**config.mk**
```make
export PLATFORM = sky130hd
export DESIGN_NAME = param_updown_counter
export DESIGN_NICKNAME = d
export VERILOG_FILES = /design/src/rtl/counter_pkg.sv /design/src/rtl/tick_prescaler.sv /design/src/rtl/param_updown_counter.sv
export SDC_FILE = /design/constraint.sdc
export NUM_CORES = 1
export LEC_CHECK = 0
export ABC_AREA = 1
export BUFFER_PORTS_ARGS = -buffer_cell sky130_fd_sc_hd__buf_2
export CELL_PAD_IN_SITES_DETAIL_PLACEMENT = 0
export CELL_PAD_IN_SITES_GLOBAL_PLACEMENT = 1
export CORE_ASPECT_RATIO = 0.6
export CORE_UTILIZATION = 37
export CTS_CLUSTER_SIZE = 25
export DETAILED_ROUTE_END_ITERATION = 10
export PLACE_DENSITY_LB_ADDON = 0.3
export REMOVE_ABC_BUFFERS = 1
export SLEW_MARGIN = 20
export SYNTH_ARGS = -nofsm -noshare
export SYNTH_HDL_FRONTEND = slang
export SYNTH_SLANG_ARGS = --single-unit
```
**constraint.sdc**
```tcl
create_clock -name clk -period 1.8 [get_ports clk]
set_input_delay 0.18 -clock clk [delete_from_list [all_inputs] [get_ports clk]]
set_output_delay 0.18 -clock clk [all_outputs]
set_load 0.1 [all_outputs]
```
**src/rtl/counter_pkg.sv**
```systemverilog
// Shared constants for the up/down counter: boundary modes and default widths.
package counter_pkg;

    localparam int MODE_WRAP = 0;
    localparam int MODE_SAT  = 1;

    localparam int DEF_WIDTH = 8;
    localparam int DEF_PRE_W = 4;

endpackage

```
**src/rtl/tick_prescaler.sv**
```systemverilog
// Enable-gated prescaler: emits a tick on the enabled cycle where the
// internal count matches prescale, then restarts the period from zero.
module tick_prescaler #(
    parameter int PRE_W = 4
) (
    input  logic             clk,
    input  logic             reset,
    input  logic             en,
    input  logic             clr,
    input  logic [PRE_W-1:0] prescale,
    output logic             tick
);

    logic [PRE_W-1:0] pre_cnt;

    // prescale is compared only here, so a mid-period change simply moves
    // the match point of the current period.
    assign tick = en && (pre_cnt == prescale);

    // Period counter; clr discards any partial period (used on load).
    always_ff @(posedge clk) begin
        if (reset) begin
            pre_cnt <= '0;
        end else if (clr) begin
            pre_cnt <= '0;
        end else if (en) begin
            if (tick) pre_cnt <= '0;
            else      pre_cnt <= pre_cnt + PRE_W'(1);
        end
    end

endmodule

```
**src/rtl/param_updown_counter.sv**
```systemverilog
// Parameterized up/down counter with prescaled stepping, runtime terminal
// value, wrap or saturate boundary handling, tc pulse and sticky ovf flag.
import counter_pkg::*;

module param_updown_counter #(
    parameter int WIDTH    = DEF_WIDTH,
    parameter int PRE_W    = DEF_PRE_W,
    parameter int SATURATE = MODE_WRAP
) (
    input  logic             clk,
    input  logic             reset,
    input  logic             en,
    input  logic             up,
    input  logic             load,
    input  logic [WIDTH-1:0] load_val,
    input  logic [WIDTH-1:0] max_val,
    input  logic [PRE_W-1:0] prescale,
    input  logic             ovf_clr,
    output logic [WIDTH-1:0] count,
    output logic             tc,
    output logic             ovf
);

    localparam bit SAT = (SATURATE == MODE_SAT);

    logic             tick;
    logic             bnd;
    logic [WIDTH-1:0] nxt;
    logic [WIDTH-1:0] load_clamped;

    tick_prescaler #(.PRE_W(PRE_W)) u_pre (
        .clk      (clk),
        .reset    (reset),
        .en       (en),
        .clr      (load),
        .prescale (prescale),
        .tick     (tick)
    );

    // Loaded values never exceed the current terminal value.
    assign load_clamped = (load_val > max_val) ? max_val : load_val;

    // Next count for a tick; bnd flags a boundary event. A count left above a
    // freshly lowered max_val is treated as being at the boundary when going up.
    always_comb begin
        nxt = count;
        bnd = 1'b0;
        if (up) begin
            if (count < max_val) begin
                nxt = count + WIDTH'(1);
            end else begin
                bnd = 1'b1;
                nxt = SAT ? max_val : '0;
            end
        end else begin
            if (count != '0) begin
                nxt = count - WIDTH'(1);
            end else begin
                bnd = 1'b1;
                nxt = SAT ? '0 : max_val;
            end
        end
    end

    // Counter state: reset > load > tick step; ovf set beats ovf_clr.
    always_ff @(posedge clk) begin
        if (reset) begin
            count <= '0;
            tc    <= 1'b0;
            ovf   <= 1'b0;
        end else if (load) begin
            count <= load_clamped;
            tc    <= 1'b0;
            ovf   <= ovf & ~ovf_clr;
        end else begin
            tc  <= tick & bnd;
            ovf <= (tick & bnd) | (ovf & ~ovf_clr);
            if (tick) count <= nxt;
        end
    end

endmodule

```
==> impl_metrics.json, run 1 <==
{
  "outcome": "completed",
  "period_needed_ns": 1.70,
  "path_cells": "ha_1 > nand2_1 > inv_1 > nand2_1 > nand3_1 > nor2_2 > buf_4 > nand2_1 > nor2_1 > o21ai_1 > a21oi_2",
  "place_congestion": 0.879,
  "setup_viol": 0,
  "drive_above_1_share_pct": 26.4,
  "routed_wl_mm": 5.05,
  "gr-total-overflow": 0,
  "relSlewSlack_pct": 67.6,
  "fillerInstances": 479,
  "final_util_pct": 50.3,
  "worstSetupStartpointType": "flip-flop",
  "worstSkewPairLatency_ns": 0.25,
  "power.leakage_nw": 1.15,
  "cts_inserted_buffers": 3,
  "n_antenna_cell": 0,
  "pwr-share-clk_pct": 24.7,
  "crit_slowest_cell": "dfxtp_1",
  "rr_endpoint": "count[1]$_SDFFE_PP0P_",
  "path_class": "flip-flop to flip-flop",
  "max_freq_mhz": 587,
  "fp.dieW_microns": 89,
  "p_sw_share_pct": 43.9,
  "grt_first_pass_wirelength_mm": 8.29,
  "worstRegToRegCells": 11,
  "via_count": 1949,
  "async_reset_ff_share_pct": 0,
  "critical-path-top-delay-family": "simple AND/OR/NAND/NOR gates",
  "die_area_sq_um": 4820,
  "netlist_instances": 280,
  "grt_max_degree": 14,
  "powerDensity_nw_per_um2": 610,
  "syn_avg_cell_area_sq_um": 6.00,
  "io_pins": 36,
  "peakVddDrop_mv": 0.320,
  "cts_tree": "yes",
  "cts.clk_slew.worst_paths_ns": 0.06,
  "routedWlPerCell_microns": 12.7,
  "crit_required_ns": 1.98,
  "slowest_delay_ns": 0.39,
  "yosysSeqAreaShare_pct": 16.7,
  "cp_common_cell": "nand2_1",
  "min_path_type": "input pin to flip-flop",
  "drv_cap": 0,
  "synthFlopType": "dfxtp_1",
  "dp_hpwl_mm": 4.01,
  "min_path_cells": 2,
  "ys_ff_latch": 14,
  "grt_usage_pct": 23.2,
  "critPathBufInv": 2,
  "power_frac_comb_pct": 48.4,
  "power.internal_mw": 0.728,
  "power_frac_seq_pct": 27.0,
  "finish.instance_area_sq_um": 2130,
  "slew_violations": 0,
  "min_period_over_period_pct": 94.6,
  "hold_viol": 0,
  "core-area_sq_um": 4230,
  "initial_utilization_pct": 39.7,
  "cts_root_buffer": "clkbuf_8",
  "antenna_found_initial": 0,
  "syn2layout_area_growth_pct": 26.7,
  "hp-start": "ovf_clr",
  "rsz0062_at_grt": "false",
  "yosysWarningCount": 0,
  "worst_slew_pin_slew_ns": 0.489,
  "place_area_sq_um": 2060,
  "post_cts_buffers": 0,
  "cts_buffer_depth": 2,
  "ctsHtreeMaxLevel": 1,
  "hold_end": "ovf$_SDFF_PP0_",
  "die_h_microns": 54.2,
  "cp_max_fo": 7,
  "cts_num_sinks": 14,
  "drc": 0,
  "firstDrtPassIters": 4,
  "dr.first_iter.drc_count": 187,
  "grt_pass1_vias": 1693,
  "skew_ns": 0.00195,
  "numPortBuffers": 35,
  "vias_per_cell": 4.91,
  "synthesis.area_sq_um": 1680,
  "crit_path_end_kind": "flip-flop",
  "ctsHoldBuffers": 0,
  "postRouteAntennaNets": 0,
  "p_switching_mw": 0.571,
  "fin_nets": 383,
  "synth-edff-count": 0,
  "reg2reg_from": "count[7]$_SDFFE_PP0P_",
  "synthDistinctLibCells": 32,
  "arrival_ns": 1.89,
  "rrSetupSlack_ns": 0.1,
  "num_rows": 18
}
cell usage in the layout, fill, tap and decap left out, types with 2 or more instances in the layout:
cell / count
o21ai_0: 11
nor2_1: 26
buf_4: 21
a21oi_1: 12
dfxtp_1: 12
o21ai_1: 13
inv_2: 11
xor2_1: 5
ha_1: 19
dfxtp_2: 2
nand2_4: 2
a21oi_2: 6
nand4_1: 5
clkbuf_8: 4
nand3_1: 27
nor2_2: 4
nand2_2: 2
buf_2: 35
clkinv_1: 2
nand2_1: 75
o22ai_1: 2
inv_1: 30
sequential cells by signal, summed over array words and instances (netlist names):
name and flops:
count 8, tc 1, ovf 1, u_pre.pre_cnt 4
synthesized netlist by cell type, drive strengths merged, types with 5 or more instances:
cell type | number | share of area [%]
nand2 | 79 | 18
inv | 41 | 9.2
nor2 | 30 | 7.1
nand3 | 27 | 8.0
o21ai | 24 | 7.1
ha | 19 | 14
a21oi | 18 | 6.7
dfxtp | 14 | 17
nand4 | 6 | 3.1
xor2 | 5 | 2.6
worst max-delay path by stage:
stage                                     start                    end  slack [ns]  depth (start not counted)
after floorplan           count[7]$_SDFFE_PP0P_  count[1]$_SDFFE_PP0P_       -0.49                         10
after global placement               max_val[7]  count[0]$_SDFFE_PP0P_       -0.04                         11
after detailed placement             max_val[7]  count[0]$_SDFFE_PP0P_       -0.09                         11
after CTS                 count[1]$_SDFFE_PP0P_  count[7]$_SDFFE_PP0P_        0.09                         11
after global routing      count[7]$_SDFFE_PP0P_  count[1]$_SDFFE_PP0P_        0.02                         11
final                     count[7]$_SDFFE_PP0P_  count[1]$_SDFFE_PP0P_         0.1                         11
cell families after synthesis:
group                    share of synthesized area (%)
AND/OR/NAND/NOR                                   38.9
adder cells (fa/ha/maj)                           14.1
buffers and inverters                             11.2
flip-flops                                        16.7
XOR/XNOR                                          3.13
AO/OA/AOI/OAI                                     15.9
routing by layer:
layer	share of wire (%)	global-route usage (%)	vias to the layer above
met2	37	31.0	55
met3	7.2	5.52	2
li1	-	-	1029
met5	0	0	-
met1	55	37.2	863
met4	0.28	2.38	0
stage by stage:
| step | TNS, ns | setup WS [ns] | power, mW | hold slack (ns) | instances |
|---|---|---|---|---|---|
| final | 0 | 0.0968 | 1.30 | 0.136 | 397 |
| after global routing | 0 | 0.0168 | 1.40 | 0.139 | 397 |
| after CTS | 0 | 0.0906 | 1.29 | 0.130 | 397 |
| after detailed placement | -0.104 | -0.0888 | 0.968 | 0.391 | 393 |
| after global placement | -0.0428 | -0.0428 | 0.966 | 0.390 | 393 |
| after floorplan | -4.36 | -0.489 | 0.781 | 0.294 | 277 |
power groups by stage:
stage	logic, mW	clock network [mW]	registers (mW)
6_report	0.628	0.321	0.350
5_1_grt	0.695	0.347	0.354
4_1_cts	0.615	0.328	0.349
3_5_place_dp	0.611	0	0.356
3_3_place_gp	0.611	0	0.356
2_1_floorplan	0.310	0	0.471
layout make-up:
class                      count  area [sq um]  area share [%]
clock buffer                   4          55.1            2.59
inverter                      43           161            7.58
multi-input combinational    220          1220            57.4
sequential                    14           283            13.3
tap                           60          75.1            3.53
timing repair buffer          56           333            15.6
timing repair:
item	4_1_cts	5_1_grt
gates resized for setup	0	5
setup endpoints to repair	0	6
endpoints found under the hold margin	0	0
Power figures use the tool's default switching activity.
==> run 2: changes to the inputs <==
--- a/config.mk
+++ b/config.mk
@@ -10,7 +10,8 @@
 export CELL_PAD_IN_SITES_DETAIL_PLACEMENT = 0
 export CELL_PAD_IN_SITES_GLOBAL_PLACEMENT = 1
 export CORE_ASPECT_RATIO = 0.6
-export CORE_UTILIZATION = 37
+export CORE_UTILIZATION = 38
+export CTS_BUF_LIST = sky130_fd_sc_hd__clkbuf_2
 export CTS_CLUSTER_SIZE = 25
 export DETAILED_ROUTE_END_ITERATION = 10
 export PLACE_DENSITY_LB_ADDON = 0.3
==> run 2 against run 1 <==
Utilization rose by 0.40 points. Non-clock buffer count rose by 3. Count of clock-buffer cells in the layout fell by 1. First-iteration DRC count fell by 41%. Hold slack got worse by 0.092 ns. Setup slack improved by 0.029 ns. Design area fell by 0.82%. Combinational power barely moved. Sequential share of layout area rose by 0.29 points. Critical path depth did not move. Power fell by 11%. Flip-flop and latch count did not move.
==> impl_metrics.json, run 2 (synthesized netlist as in run 1, its figures left out) <==
{
  "post-place-ws_ns": -0.111,
  "numPortBuffers": 35,
  "rsz0062_at_grt": "true",
  "final_common_cell": "nand2_1",
  "power_frac_seq_pct": 30.4,
  "dp_hpwl_mm": 4.00,
  "rrSetupSlack_ns": 0.13,
  "core-area_sq_um": 4170,
  "worstSetupStartpointType": "flip-flop",
  "routedWlPerCell_microns": 12.2,
  "routed_wl_mm": 4.89,
  "cp_max_fo": 7,
  "reg_top3": "count x8, u_pre.pre_cnt x4",
  "p_sw_share_pct": 48.7,
  "crit_path_end_kind": "flip-flop",
  "postRouteAntennaNets": 0,
  "crit_slowest_cell": "dfxtp_2",
  "cts_inserted_buffers": 3,
  "hold_viol": 0,
  "cts_tree": "yes",
  "fillerInstances": 452,
  "io_pins": 36,
  "worstSkewPairLatency_ns": 0.31,
  "n_antenna_cell": 0,
  "drc": 0,
  "powerDensity_nw_per_um2": 546,
  "cts_buffer_depth": 2,
  "grt_pass1_vias": 1644,
  "place_congestion": 0.892,
  "path_class": "flip-flop to flip-flop",
  "setup_ws_ns": 0.126,
  "final_util_pct": 50.7,
  "largest_register": "count",
  "path_cells": "ha_1 > nand2_1 > inv_1 > nand2_1 > nand3_1 > nor2_2 > buf_4 > nand2_1 > nor2_1 > o21ai_1 > a21oi_2",
  "skew_ns": 0.00715,
  "syn2layout_area_growth_pct": 25.7,
  "die_area_sq_um": 4700,
  "slew_violations": 0,
  "max_freq_mhz": 597,
  "dr.first_iter.drc_count": 110,
  "post_cts_buffers": 0,
  "power_frac_comb_pct": 54.6,
  "outcome": "completed",
  "crit_required_ns": 2.06,
  "grt-busiest-layer": "met1",
  "min_period_over_period_pct": 93.0,
  "via_count": 1962,
  "postCtsResizedCells": 0,
  "relSlewSlack_pct": 67.5,
  "final_cell_mix": "76 x nand2_1, 35 x buf_2, 30 x inv_1, 27 x nand3_1, 26 x nor2_1",
  "setup_viol": 0,
  "ctsHtreeMaxLevel": 1,
  "initial_utilization_pct": 40.3,
  "antenna_found_initial": 0,
  "grt_usage_pct": 22.8,
  "grtUsageMet3_pct": 4.52,
  "power.leakage_nw": 1.15,
  "fp.dieW_microns": 87.9,
  "pwr-share-clk_pct": 15.0,
  "cp_common_cell": "nand2_1",
  "largest_reg_flops": 8,
  "vias_per_cell": 4.91,
  "num_rows": 18,
  "grt_first_pass_wirelength_mm": 8.05,
  "grt_max_degree": 14,
  "p_switching_mw": 0.561,
  "period_needed_ns": 1.67,
  "hold_ws_ns": 0.0437,
  "peakVddDrop_mv": 0.307,
  "min_path_type": "input pin to flip-flop",
  "worst_slew_pin_slew_ns": 0.490,
  "slowest_delay_ns": 0.38,
  "grtUsageMet2_pct": 30.4,
  "cts_num_sinks": 14,
  "gr-total-overflow": 0,
  "arrival_ns": 1.93,
  "fin_nets": 386,
  "power.internal_mw": 0.591,
  "cts.clk_slew.worst_paths_ns": 0.17,
  "drive_above_1_share_pct": 27.4,
  "ctsHoldBuffers": 0,
  "firstDrtPassIters": 4,
  "die_h_microns": 53.5,
  "drv_cap": 0,
  "cts_root_buffer": "clkbuf_2",
  "grtUsageMet1_pct": 36.7
}
## run 2: cell count changes in the layout (fill, tap and decap cells not counted), sizes merged
| cell | previous run | this run |
|---|---|---|
| clkbuf | 4 | 3 |
| clkinv | 2 | 3 |
| buf | 56 | 59 |
## run 2: power by group through the flow
stage / clock [mW] / combinational, mW / sequential (mW)
after global routing: 0.187 / 0.699 / 0.353
after floorplan: 0 / 0.310 / 0.471
after global placement: 0 / 0.622 / 0.356
after CTS: 0.174 / 0.624 / 0.349
after detailed placement: 0 / 0.620 / 0.356
final: 0.173 / 0.629 / 0.351
## run 2: area by class of cell
class / instances / area [sq um] / area share [%]
Multi-Input combinational cell: 220 / 1210 / 57.5
Timing Repair Buffer: 59 / 355 / 16.8
Sequential cell: 14 / 287 / 13.6
Inverter: 43 / 161 / 7.64
Tap cell: 60 / 75.1 / 3.55
Clock buffer: 3 / 15.0 / 0.711
Clock inverter: 1 / 3.75 / 0.178
## run 2: final timing paths
kind | cells after the start | startpoint | endpoint
min reg2reg | 2 | ovf$_SDFF_PP0_ | ovf$_SDFF_PP0_
max reg2reg | 11 | count[7]$_SDFFE_PP0P_ | count[1]$_SDFFE_PP0P_
max | 11 | count[7]$_SDFFE_PP0P_ | count[1]$_SDFFE_PP0P_
min | 2 | ovf_clr | ovf$_SDFF_PP0_
## run 2: critical path: cells and delay by family (launching register included)
| kind | cells | cell delay (ns) |
|---|---|---|
| DFF | 1 | 0.38 |
| and+or+nand+nor | 6 | 0.54 |
| AOI/OAI and AO/OA | 2 | 0.21 |
| buffers and inverters | 2 | 0.21 |
| adders and majority gates | 1 | 0.29 |
## run 2: routing by layer
layer / up-vias / wire, microns
met5: - / 0
met4: 0 / 28
met3: 4 / 403
met2: 60 / 1760
met1: 862 / 2710
li1: 1036 / -
## run 2: per-stage QoR
step / cell area [sq um] / cells / TNS, ns / power (mW)
final: 2110 / 400 / 0 / 1.15
after global placement: 2080 / 396 / -0.0424 / 0.978
after detailed placement: 2080 / 396 / -0.153 / 0.976
after global routing: 2110 / 400 / -0.000688 / 1.24
after floorplan: 1650 / 277 / -4.36 / 0.781
after CTS: 2100 / 400 / 0 / 1.15
